### config.mk
export PLATFORM = sky130hd
export DESIGN_NAME = div_unit
export DESIGN_NICKNAME = d
export VERILOG_FILES = /design/src/rtl/div_unit_pkg.sv /design/src/rtl/div_step.sv /design/src/rtl/div_unit.sv
export SDC_FILE = /design/constraint.sdc
export NUM_CORES = 1
export LEC_CHECK = 0
export CAP_MARGIN = 10
export CELL_PAD_IN_SITES_DETAIL_PLACEMENT = 0
export CELL_PAD_IN_SITES_GLOBAL_PLACEMENT = 1
export CORE_MARGIN = 3
export CORE_UTILIZATION = 48
export CTS_CLUSTER_DIAMETER = 120
export CTS_CLUSTER_SIZE = 20
export DETAILED_ROUTE_END_ITERATION = 8
export PLACE_DENSITY = 0.89
export SYNTH_ARGS = -nofsm -noshare
export SYNTH_HDL_FRONTEND = slang
export SYNTH_HIERARCHICAL = 1
export SYNTH_SLANG_ARGS = --single-unit
export TNS_END_PERCENT = 30
### constraint.sdc
create_clock -name clk -period 10.5 [get_ports clk]
set_input_delay 1.575 -clock clk [delete_from_list [all_inputs] [get_ports clk]]
set_output_delay 1.575 -clock clk [all_outputs]
set_load 0.01 [all_outputs]
### src/rtl/div_unit_pkg.sv
// -----------------------------------------------------------------------------
// div_unit_pkg
//   Shared constants and types for the EX-stage divider.
//   - DIV_IDLE / DIV_RUN / DIV_DONE : 2-bit FSM state encodings
//   - FUNCT_DIV / FUNCT_DIVU        : R-type funct codes the decoder uses to
//                                     raise start/signed_div
//   - div_sign_t                    : sign-correction flags captured at start
// -----------------------------------------------------------------------------
package div_unit_pkg;

  localparam logic [1:0] DIV_IDLE = 2'd0;
  localparam logic [1:0] DIV_RUN  = 2'd1;
  localparam logic [1:0] DIV_DONE = 2'd2;

  localparam logic [5:0] FUNCT_DIV  = 6'h1A;
  localparam logic [5:0] FUNCT_DIVU = 6'h1B;

  typedef struct packed {
    logic neg_quo;  // quotient must be negated at the end
    logic neg_rem;  // remainder must be negated at the end
  } div_sign_t;

endpackage

### src/rtl/div_step.sv
// -----------------------------------------------------------------------------
// div_step
//   One combinational radix-2 restoring division step.
//   The quotient register doubles as the dividend shift register: its MSB is
//   shifted into the partial remainder and the new quotient bit enters at LSB.
// Ports
//   rem_i  [WIDTH:0]   partial remainder in
//   quo_i  [WIDTH-1:0] quotient / remaining dividend bits in
//   dvsr_i [WIDTH-1:0] divisor magnitude
//   rem_o  [WIDTH:0]   partial remainder out
//   quo_o  [WIDTH-1:0] quotient out
// -----------------------------------------------------------------------------
module div_step #(
  parameter int WIDTH = 32
) (
  input  logic [WIDTH:0]   rem_i,
  input  logic [WIDTH-1:0] quo_i,
  input  logic [WIDTH-1:0] dvsr_i,
  output logic [WIDTH:0]   rem_o,
  output logic [WIDTH-1:0] quo_o
);

  logic [WIDTH+1:0] shifted;
  logic [WIDTH+1:0] diff;

  always_comb begin
    shifted = {rem_i, quo_i[WIDTH-1]};
    // One guard bit above the shifted remainder makes the borrow visible.
    diff    = shifted - {2'b00, dvsr_i};
    if (!diff[WIDTH+1]) begin
      rem_o = diff[WIDTH:0];
      quo_o = {quo_i[WIDTH-2:0], 1'b1};
    end else begin
      rem_o = shifted[WIDTH:0];
      quo_o = {quo_i[WIDTH-2:0], 1'b0};
    end
  end

endmodule

### src/rtl/div_unit.sv
// -----------------------------------------------------------------------------
// div_unit
//   Multi-cycle radix-2 restoring divider for DIV/DIVU in the EX stage.
//   Stalls IF/ID/EX while iterating and presents LO (quotient) / HI (remainder)
//   for exactly one DONE cycle, during which stall is low so EX/MEM captures
//   them.
// Ports
//   clk, rst           clock, asynchronous active-high reset
//   start              EX holds a DIV/DIVU (level, held while stalled)
//   signed_div         1 = DIV (two's complement), 0 = DIVU
//   annul              flush of the EX instruction, cancels any operation
//   dividend, divisor  operands, sampled in IDLE when start is high
//   stall              hold IF/ID/EX
//   result_valid       high for the DONE cycle only
//   lo, hi             registered quotient / remainder
// Configuration
//   DIV_EARLY_OUT_EN   when defined, |dividend| < |divisor| finishes in one
//                      cycle with lo=0, hi=dividend (same result as full run).
// -----------------------------------------------------------------------------
module div_unit
  import div_unit_pkg::*;
#(
  parameter int WIDTH = 32
) (
  input  logic             clk,
  input  logic             rst,
  input  logic             start,
  input  logic             signed_div,
  input  logic             annul,
  input  logic [WIDTH-1:0] dividend,
  input  logic [WIDTH-1:0] divisor,
  output logic             stall,
  output logic             result_valid,
  output logic [WIDTH-1:0] lo,
  output logic [WIDTH-1:0] hi
);

  localparam int               CNT_W    = $clog2(WIDTH);
  localparam logic [CNT_W-1:0] CNT_ONE  = CNT_W'(1);
  localparam logic [CNT_W-1:0] CNT_LAST = CNT_W'(WIDTH - 1);
  localparam logic [WIDTH-1:0] ONE      = WIDTH'(1);

  // Two's complement negate when neg is set; min_int maps onto itself, which
  // read as unsigned is exactly its magnitude.
  function automatic logic [WIDTH-1:0] cond_neg(input logic [WIDTH-1:0] v,
                                                input logic neg);
    return neg ? (~v + ONE) : v;
  endfunction

  logic [1:0]       state_q, state_d;
  logic [CNT_W-1:0] cnt_q, cnt_d;
  logic [WIDTH-1:0] lo_q, lo_d;
  logic [WIDTH-1:0] hi_q, hi_d;
  logic [WIDTH:0]   rem_q, rem_d;
  logic [WIDTH-1:0] quo_q, quo_d;
  logic [WIDTH-1:0] dvsr_q, dvsr_d;
  div_sign_t        sign_q, sign_d;

  logic [WIDTH:0]   step_rem;
  logic [WIDTH-1:0] step_quo;
  logic [WIDTH-1:0] a_mag, b_mag;
  logic             go, div_by_zero, early_out;

  div_step #(.WIDTH(WIDTH)) u_step (
    .rem_i  (rem_q),
    .quo_i  (quo_q),
    .dvsr_i (dvsr_q),
    .rem_o  (step_rem),
    .quo_o  (step_quo)
  );

  assign a_mag       = cond_neg(dividend, signed_div & dividend[WIDTH-1]);
  assign b_mag       = cond_neg(divisor,  signed_div & divisor[WIDTH-1]);
  assign go          = start & ~annul;
  assign div_by_zero = (divisor == '0);

`ifdef DIV_EARLY_OUT_EN
  // Quotient is zero and the remainder is the dividend itself, sign included.
  assign early_out = (a_mag < b_mag);
`else
  assign early_out = 1'b0;
`endif

  always_comb begin
    state_d = state_q;
    cnt_d   = cnt_q;
    lo_d    = lo_q;
    hi_d    = hi_q;
    rem_d   = rem_q;
    quo_d   = quo_q;
    dvsr_d  = dvsr_q;
    sign_d  = sign_q;
    case (state_q)
      DIV_IDLE: begin
        if (go) begin
          if (div_by_zero) begin
            state_d = DIV_DONE;
            lo_d    = '1;
            hi_d    = dividend;
          end else if (early_out) begin
            state_d = DIV_DONE;
            lo_d    = '0;
            hi_d    = dividend;
          end else begin
            state_d        = DIV_RUN;
            cnt_d          = '0;
            rem_d          = '0;
            quo_d          = a_mag;
            dvsr_d         = b_mag;
            sign_d.neg_quo = signed_div & (dividend[WIDTH-1] ^ divisor[WIDTH-1]);
            sign_d.neg_rem = signed_div & dividend[WIDTH-1];
          end
        end
      end
      DIV_RUN: begin
        if (annul) begin
          state_d = DIV_IDLE;
        end else begin
          rem_d = step_rem;
          quo_d = step_quo;
          cnt_d = cnt_q + CNT_ONE;
          if (cnt_q == CNT_LAST) begin
            // Remainder is below the divisor here, so its top bit is zero.
            state_d = DIV_DONE;
            lo_d    = cond_neg(step_quo, sign_q.neg_quo);
            hi_d    = cond_neg(step_rem[WIDTH-1:0], sign_q.neg_rem);
          end
        end
      end
      // DONE ignores start: the same instruction is still in EX this cycle.
      DIV_DONE: state_d = DIV_IDLE;
      default:  state_d = DIV_IDLE;
    endcase
  end

  always_ff @(posedge clk or posedge rst) begin
    if (rst) begin
      state_q <= DIV_IDLE;
      cnt_q   <= '0;
      lo_q    <= '0;
      hi_q    <= '0;
    end else begin
      state_q <= state_d;
      cnt_q   <= cnt_d;
      lo_q    <= lo_d;
      hi_q    <= hi_d;
    end
  end

  // Working datapath needs no reset: it is always loaded before use.
  always_ff @(posedge clk) begin
    rem_q  <= rem_d;
    quo_q  <= quo_d;
    dvsr_q <= dvsr_d;
    sign_q <= sign_d;
  end

  // Combinational so EX is already held in the cycle start is first seen.
  assign stall        = ~rst & (((state_q == DIV_IDLE) & go) | (state_q == DIV_RUN));
  assign result_valid = (state_q == DIV_DONE);
  assign lo           = lo_q;
  assign hi           = hi_q;

endmodule

==> impl_metrics.py, run 1 <==
metrics = {
    "die": {
        "rows": 57,
        "die_y_um": 165,
        "ios": 135,
        "coreArea_sq_um": 24500,
        "start_util_pct": 49.3,
        "die-area_sq_um": 27100,
        "die_w_um": 165,
    },
    "place": {
        "routabilityCongestion": 0.893,
        "dp_slack_ps": 5030,
        "place_inst": 1652,
        "port_buffers": 134,
        "hpwl_um": 23600,
    },
    "worst_hold_path": {
        "hp-class": "reg -> reg",
    },
    "yosys": {
        "ys_seq_area_share_pct": 39.3,
        "synth_area_leaders": "edfxtp_1 25%, dfrtp_1 15%, xor2_1 5.4%",
        "syn_inst": 1272,
        "netlist.top_cell.by_area": "edfxtp_1",
        "ys_seq_elements": 170,
        "syn_area_sq_um": 12100,
        "syn_nets": 1380,
        "synthArstFlopShare_pct": 41.8,
        "yosysWarningCount": 6,
        "yosysTopAreaCellShare_pct": 24.6,
        "ys_types": 83,
        "syn_avg_cell_area_sq_um": 9.51,
        "synth_edf_count": 99,
        "synth_flop_cell": "edfxtp_1",
    },
    "global_route": {
        "grt_pass1_vias": 9595,
        "gr-usage-all-layers_pct": 23.5,
        "gr-total-overflow": 0,
        "grt_first_pass_wirelength_um": 50600,
        "grt_max_degree": 72,
        "antenna_found_initial": 1,
    },
    "detailed_routing": {
        "dr.pass1.iters": 6,
        "wl_met3_um": 1920,
        "vias": 10200,
        "ant_nets": 0,
        "drtIter0Drc": 853,
        "wire_per_inst_um": 18.8,
        "drcViolationCount": 0,
        "top_layer_used": "met5",
        "drt-total-wl_um": 31700,
        "dr_wl_met2_um": 15200,
        "vias_per_cell": 6.03,
        "wl_met1_um": 14000,
    },
    "finish": {
        "diodes": 0,
        "area_growth_pct": 15.7,
        "postLayoutCoreUtil_pct": 57.0,
        "drive_above_1_share_pct": 9.04,
        "final_nets": 1455,
        "stdcell_count": 1684,
    },
    "sta": {
        "fin_ws_ps": 4860,
        "drv_slew": 0,
        "slew_headroom_pct": 32.6,
        "setup_tns_ps": 0,
        "final-setup-viol-count": 0,
        "fin_crit_ps": 5640,
        "timing.fmax_mhz": 177,
        "rsz0062_at_grt": "false",
        "hold_violations": 0,
        "clock_skew_ps": 28.9,
        "period_share_pct": 53.7,
        "max_slew.worst_pin.slew_ps": 1000,
    },
    "run_status": {
        "outcome": "finished, final reports clean",
    },
    "worst_setup_path": {
        "crit_path_max_incr_delay_ps": 820,
        "crit_family": "simple AND/OR/NAND/NOR gates",
        "crit_required_ps": 10790,
        "worstSetupPathType": "reg -> reg",
        "path_cells": "ha_1, and3_1, or3b_1, a211oi_2, o31ai_1, and3_4, o31a_4, xor2_4, buf_4, o21ai_0, nor4_1, nand4_1, o41ai_1, xor2_1, o221ai_1",
        "cp.arrival_ps": 5930,
        "end_kind": "register",
        "start_kind": "register",
        "crit_fanout": 54,
        "cp_slowest_cell": "nor4_1",
        "critPathBufInv": 1,
    },
    "clocking": {
        "ctsHtreeMaxLevel": 4,
        "cts_buffers": 17,
        "cts_root_buffer": "clkbuf_16",
        "cts_tree": "done",
        "clk_latency_ps": 450,
        "cts_sinks": 170,
        "hold_buffers": 0,
        "postCtsSetupBuffers": 0,
        "ctsResizeCount": 0,
        "clk_pin_slew_ps": 70,
        "clock_path_buffers": 2,
    },
    "power": {
        "ir_drop_uv": 117,
        "p_clk_share_pct": 31.2,
        "cellLeakagePower_uw": 0.00561,
        "p_per_area_nw_per_um2": 144,
        "power.total_uw": 2020,
        "swShare_pct": 34.6,
        "pwr-share-comb_pct": 28.7,
        "intPower_uw": 1320,
        "p_switching_uw": 697,
        "p_seq_share_pct": 40.2,
    },
    "flow_run": {
        "maxCapViolations": 0,
    },
}
## cell families after synthesis
logic type               Yosys count  share of synthesized area, %
AND/OR/NAND/NOR                  400                          17.2
AO/OA/AOI/OAI                    340                          19.9
flip-flops                       170                          39.3
buffers and inverters            154                          6.43
XOR/XNOR                         131                          9.64
adder cells (fa/ha/maj)           39                          4.10
multiplexers                      38                          3.47
## cell usage after synthesis, types with 6 or more instances
library cell	instances
a41oi_1	7
nand2b_1	7
nor4_1	16
a211oi_1	6
or4_1	12
inv_1	62
xnor2_1	56
buf_4	32
a31oi_1	21
o41ai_1	17
dfrtp_1	71
o31ai_1	23
nor3_1	33
ha_1	38
nor2b_1	9
a2bb2oi_1	12
edfxtp_1	99
and3_1	9
mux2i_1	7
nand4_1	15
a21o_1	24
or3_1	14
o21ai_0	100
nand3_1	25
nor2_1	80
clkbuf_1	43
mux2_2	30
a21oi_1	58
nand2_1	108
a2bb2oi_2	20
xor2_1	74
and2_1	39
## stage by stage
step	hold WS (ps)	area, sq um
global placement	478	13400
floorplan	477	12100
finish	497	14000
CTS	501	14000
detailed placement	474	13400
global route	511	14000
## power by group through the flow
stage	sequential, uW	combinational, uW	clock, uW
after floorplan	800	433	0
after global placement	822	561	0
after detailed placement	823	569	0
after CTS	810	572	636
after global routing	816	641	660
final	810	578	628
## registers in the layout (all words and copies together), names as in the netlist
signal   flops
cnt_q        5
dvsr_q      32
hi          32
lo          32
quo_q       32
rem_q       33
sign_q       2
state_q      2
## metal layers
layer	vias to the layer above	global-route usage [%]
li1	4800	-
met1	4963	32.8
met2	340	38.3
met3	46	3.96
met4	2	5.95
met5	-	0
## cell usage in the layout, fill, tap and decap left out, drive strengths merged, types with 25 or more instances in the layout
cell type,netlist,layout
a21oi,58,58
ha,38,38
xor2,75,75
dfrtp,71,71
nand3,25,25
nand2,108,108
clkdlybuf4s50,0,134
nor3,33,33
and2,40,40
inv,63,72
o21ai,101,101
mux2,31,31
a2bb2oi,32,32
nor2,80,80
xnor2,56,56
edfxtp,99,99
## worst reg2reg max path, cell delays in order, from the launching register on
cell and delay, ps:
edfxtp_1 410, ha_1 410, and3_1 210, or3b_1 370, a211oi_2 330, o31ai_1 130
and3_4 220, o31a_4 300, xor2_4 130, buf_4 420, o21ai_0 440, nor4_1 820
nand4_1 440, o41ai_1 530, xor2_1 190, o221ai_1 120
## worst paths after layout
kind,start,endpoint,slack [ps],cells after the start
max in group asynchronous,rst,lo[21]$_DFFE_PP0P_,8120,3
setup reg to reg,rem_q[7]$_SDFFCE_PN0P_,hi[26]$_DFFE_PP0P_,4860,15
setup / recovery,rem_q[7]$_SDFFCE_PN0P_,hi[26]$_DFFE_PP0P_,4860,15
hold reg to reg,hi[1]$_DFFE_PP0P_,hi[1]$_DFFE_PP0P_,500,1
min in group asynchronous,rst,cnt_q[4]$_DFFE_PP0P_,1770,3
hold / removal,hi[1]$_DFFE_PP0P_,hi[1]$_DFFE_PP0P_,500,1
## layout make-up
class | count | area, sq um
flip-flops and latches | 170 | 4750
clock buffers | 19 | 453
inverters | 65 | 249
clock inverters | 13 | 126
multi-input cells | 948 | 6580
repair buffers | 145 | 1420
fillers | 2175 | 10500
well taps | 324 | 405
(Power assumes the default switching activity.)
==> run 2: changes to the inputs <==
Settings changed: CORE_UTILIZATION 48 to 45, PLACE_DENSITY 0.89 to 0.84.
Clock period 10.5 ns to 5.85 ns, I/O delays scaled along.
==> run 2 against run 1 <==
Core utilization is 3.2 points lower. Sequential share of layout area down 0.30 points. Worst setup slack worse by 4400 ps. Critical path type unchanged. Register-to-register slack got worse by 4400 ps. Highest routed layer unchanged. Non-clock buffer count is 10 higher. First-iteration DRC count increased by 14%. Clock-buffer cell count is the same. Largest cell class unchanged.
==> impl_metrics.py, run 2 (synthesized netlist as in run 1, its figures left out) <==
metrics = {
    "finish": {
        "diodes": 0,
        "most-common-layout-cells": "134 x clkdlybuf4s50_1, 108 x nand2_1, 100 x o21ai_0",
        "area_growth_pct": 16.7,
        "largest_register": "rem_q",
        "fillerInstances": 2380,
        "final_nets": 1466,
        "drive_above_1_share_pct": 9.63,
        "stdcell_count": 1706,
        "postLayoutCoreUtil_pct": 53.9,
        "largest_reg_flops": 33,
        "final_common_cell": "clkdlybuf4s50_1",
    },
    "place": {
        "port_buffers": 134,
        "place_inst": 1673,
        "hpwl_um": 24900,
        "routabilityCongestion": 0.885,
    },
    "sta": {
        "timing.fmax_mhz": 187,
        "setup_tns_ps": 0,
        "max_slew.worst_pin.slew_ps": 1070,
        "period_share_pct": 91.4,
        "drv_slew": 0,
        "fin_crit_ps": 5350,
        "clock_skew_ps": 18.8,
        "hold_violations": 0,
        "rsz0062_at_grt": "false",
        "final-setup-viol-count": 0,
        "slew_headroom_pct": 28.2,
        "whs_ps": 496,
    },
    "clocking": {
        "cts_buffers": 17,
        "cts_sinks": 170,
        "clock_path_buffers": 2,
        "clk_latency_ps": 440,
        "cts_tree": "done",
        "postCtsSetupBuffers": 0,
        "ctsHtreeMaxLevel": 4,
        "cts_root_buffer": "clkbuf_16",
        "clk_pin_slew_ps": 70,
    },
    "worst_setup_path": {
        "rr_worst_depth": 14,
        "crit_start": "rem_q[7]$_SDFFCE_PN0P_",
        "crit_fanout": 18,
        "reg2reg_slack_ps": 500,
        "start_kind": "register",
        "r2r-end": "hi[25]$_DFFE_PP0P_",
        "end_kind": "register",
        "worstSetupPathType": "reg -> reg",
        "cp.arrival_ps": 5720,
        "crit_required_ps": 6220,
        "timing.rr.start": "rem_q[7]$_SDFFCE_PN0P_",
        "crit_end": "hi[25]$_DFFE_PP0P_",
    },
    "die": {
        "die_y_um": 170,
        "ios": 135,
        "rows": 59,
        "coreArea_sq_um": 26200,
        "die-area_sq_um": 28900,
        "start_util_pct": 46.2,
        "die_w_um": 170,
    },
    "power": {
        "p_per_area_nw_per_um2": 264,
        "cellLeakagePower_uw": 0.00568,
        "ir_drop_uv": 166,
    },
    "detailed_routing": {
        "drt-total-wl_um": 33500,
        "dr.pass1.iters": 6,
        "drtIter0Drc": 972,
        "vias_per_cell": 5.90,
        "vias": 10100,
        "ant_nets": 0,
        "wire_per_inst_um": 19.6,
        "drcViolationCount": 0,
    },
    "global_route": {
        "grt_first_pass_wirelength_um": 52700,
        "grt_max_degree": 70,
        "gr-total-overflow": 0,
        "grt_pass1_vias": 9724,
        "antenna_found_initial": 2,
        "gr-usage-all-layers_pct": 22.9,
    },
    "flow_run": {
        "maxCapViolations": 0,
    },
    "run_status": {
        "outcome": "finished, final reports clean",
    },
    "worst_hold_path": {
        "hp-class": "reg -> reg",
    },
}
[run 2: cell type report]
cell class | instances | area, sq um | area share, %
repair buffers | 155 | 1500 | 10.6
clock buffers | 19 | 433 | 3.07
inverters | 65 | 249 | 1.76
clock inverters | 13 | 166 | 1.18
flip-flops and latches | 170 | 4750 | 33.7
well taps | 335 | 419 | 2.97
multi-input cells | 949 | 6600 | 46.7
[run 2: how the worst min path moves through the flow]
stage	cells after the start	start	end
after global placement	1	hi[1]$_DFFE_PP0P_	hi[1]$_DFFE_PP0P_
after detailed placement	1	hi[1]$_DFFE_PP0P_	hi[1]$_DFFE_PP0P_
after global routing	1	hi[1]$_DFFE_PP0P_	hi[1]$_DFFE_PP0P_
after floorplan	1	cnt_q[0]$_DFFE_PP0P_	cnt_q[0]$_DFFE_PP0P_
final	1	hi[1]$_DFFE_PP0P_	hi[1]$_DFFE_PP0P_
after CTS	1	hi[1]$_DFFE_PP0P_	hi[1]$_DFFE_PP0P_
[run 2: timing repair]
item / in CTS / in global routing
gates resized for setup: 0 / 0
hold buffers: 0 / 0
endpoints found under the hold margin: 0 / 0
setup endpoints to repair: 0 / 12
[run 2: critical path, stage by stage (launching register included)]
cell and delay, ps:
edfxtp_1 410, ha_1 420, and3_1 210, or3b_1 370, a211oi_2 330, o31ai_1 130, and3_4 220, o31a_4 330
xor2_4 480, o21ai_0 350, or4_1 730, nand2b_1 350, or4b_2 710, nand3_1 90, mux2_2 140
[run 2: stage by stage]
stage / area, sq um / power, uW / setup WS (ps)
finish: 14100 / 3730 / 500
global route: 14100 / 3930 / 210
CTS: 14100 / 3740 / 280
detailed placement: 13500 / 2540 / 320
global placement: 13500 / 2530 / 412
floorplan: 12100 / 2210 / 1080
[run 2: report_power, final]
part           leakage [uW]  switching (uW)  internal (uW)
Sequential          0.00193            75.1           1380
Combinational       0.00345             660            423
Clock              0.000293             515            678
[run 2: metal layers]
| metal | global-route usage [%] | up-vias | routed length, um |
|---|---|---|---|
| met4 | 6.24 | 2 | 672 |
| met5 | 0 | - | 13 |
| met2 | 36.9 | 308 | 15700 |
| met1 | 32.3 | 4898 | 15400 |
| li1 | - | 4823 | - |
| met3 | 3.81 | 39 | 1700 |
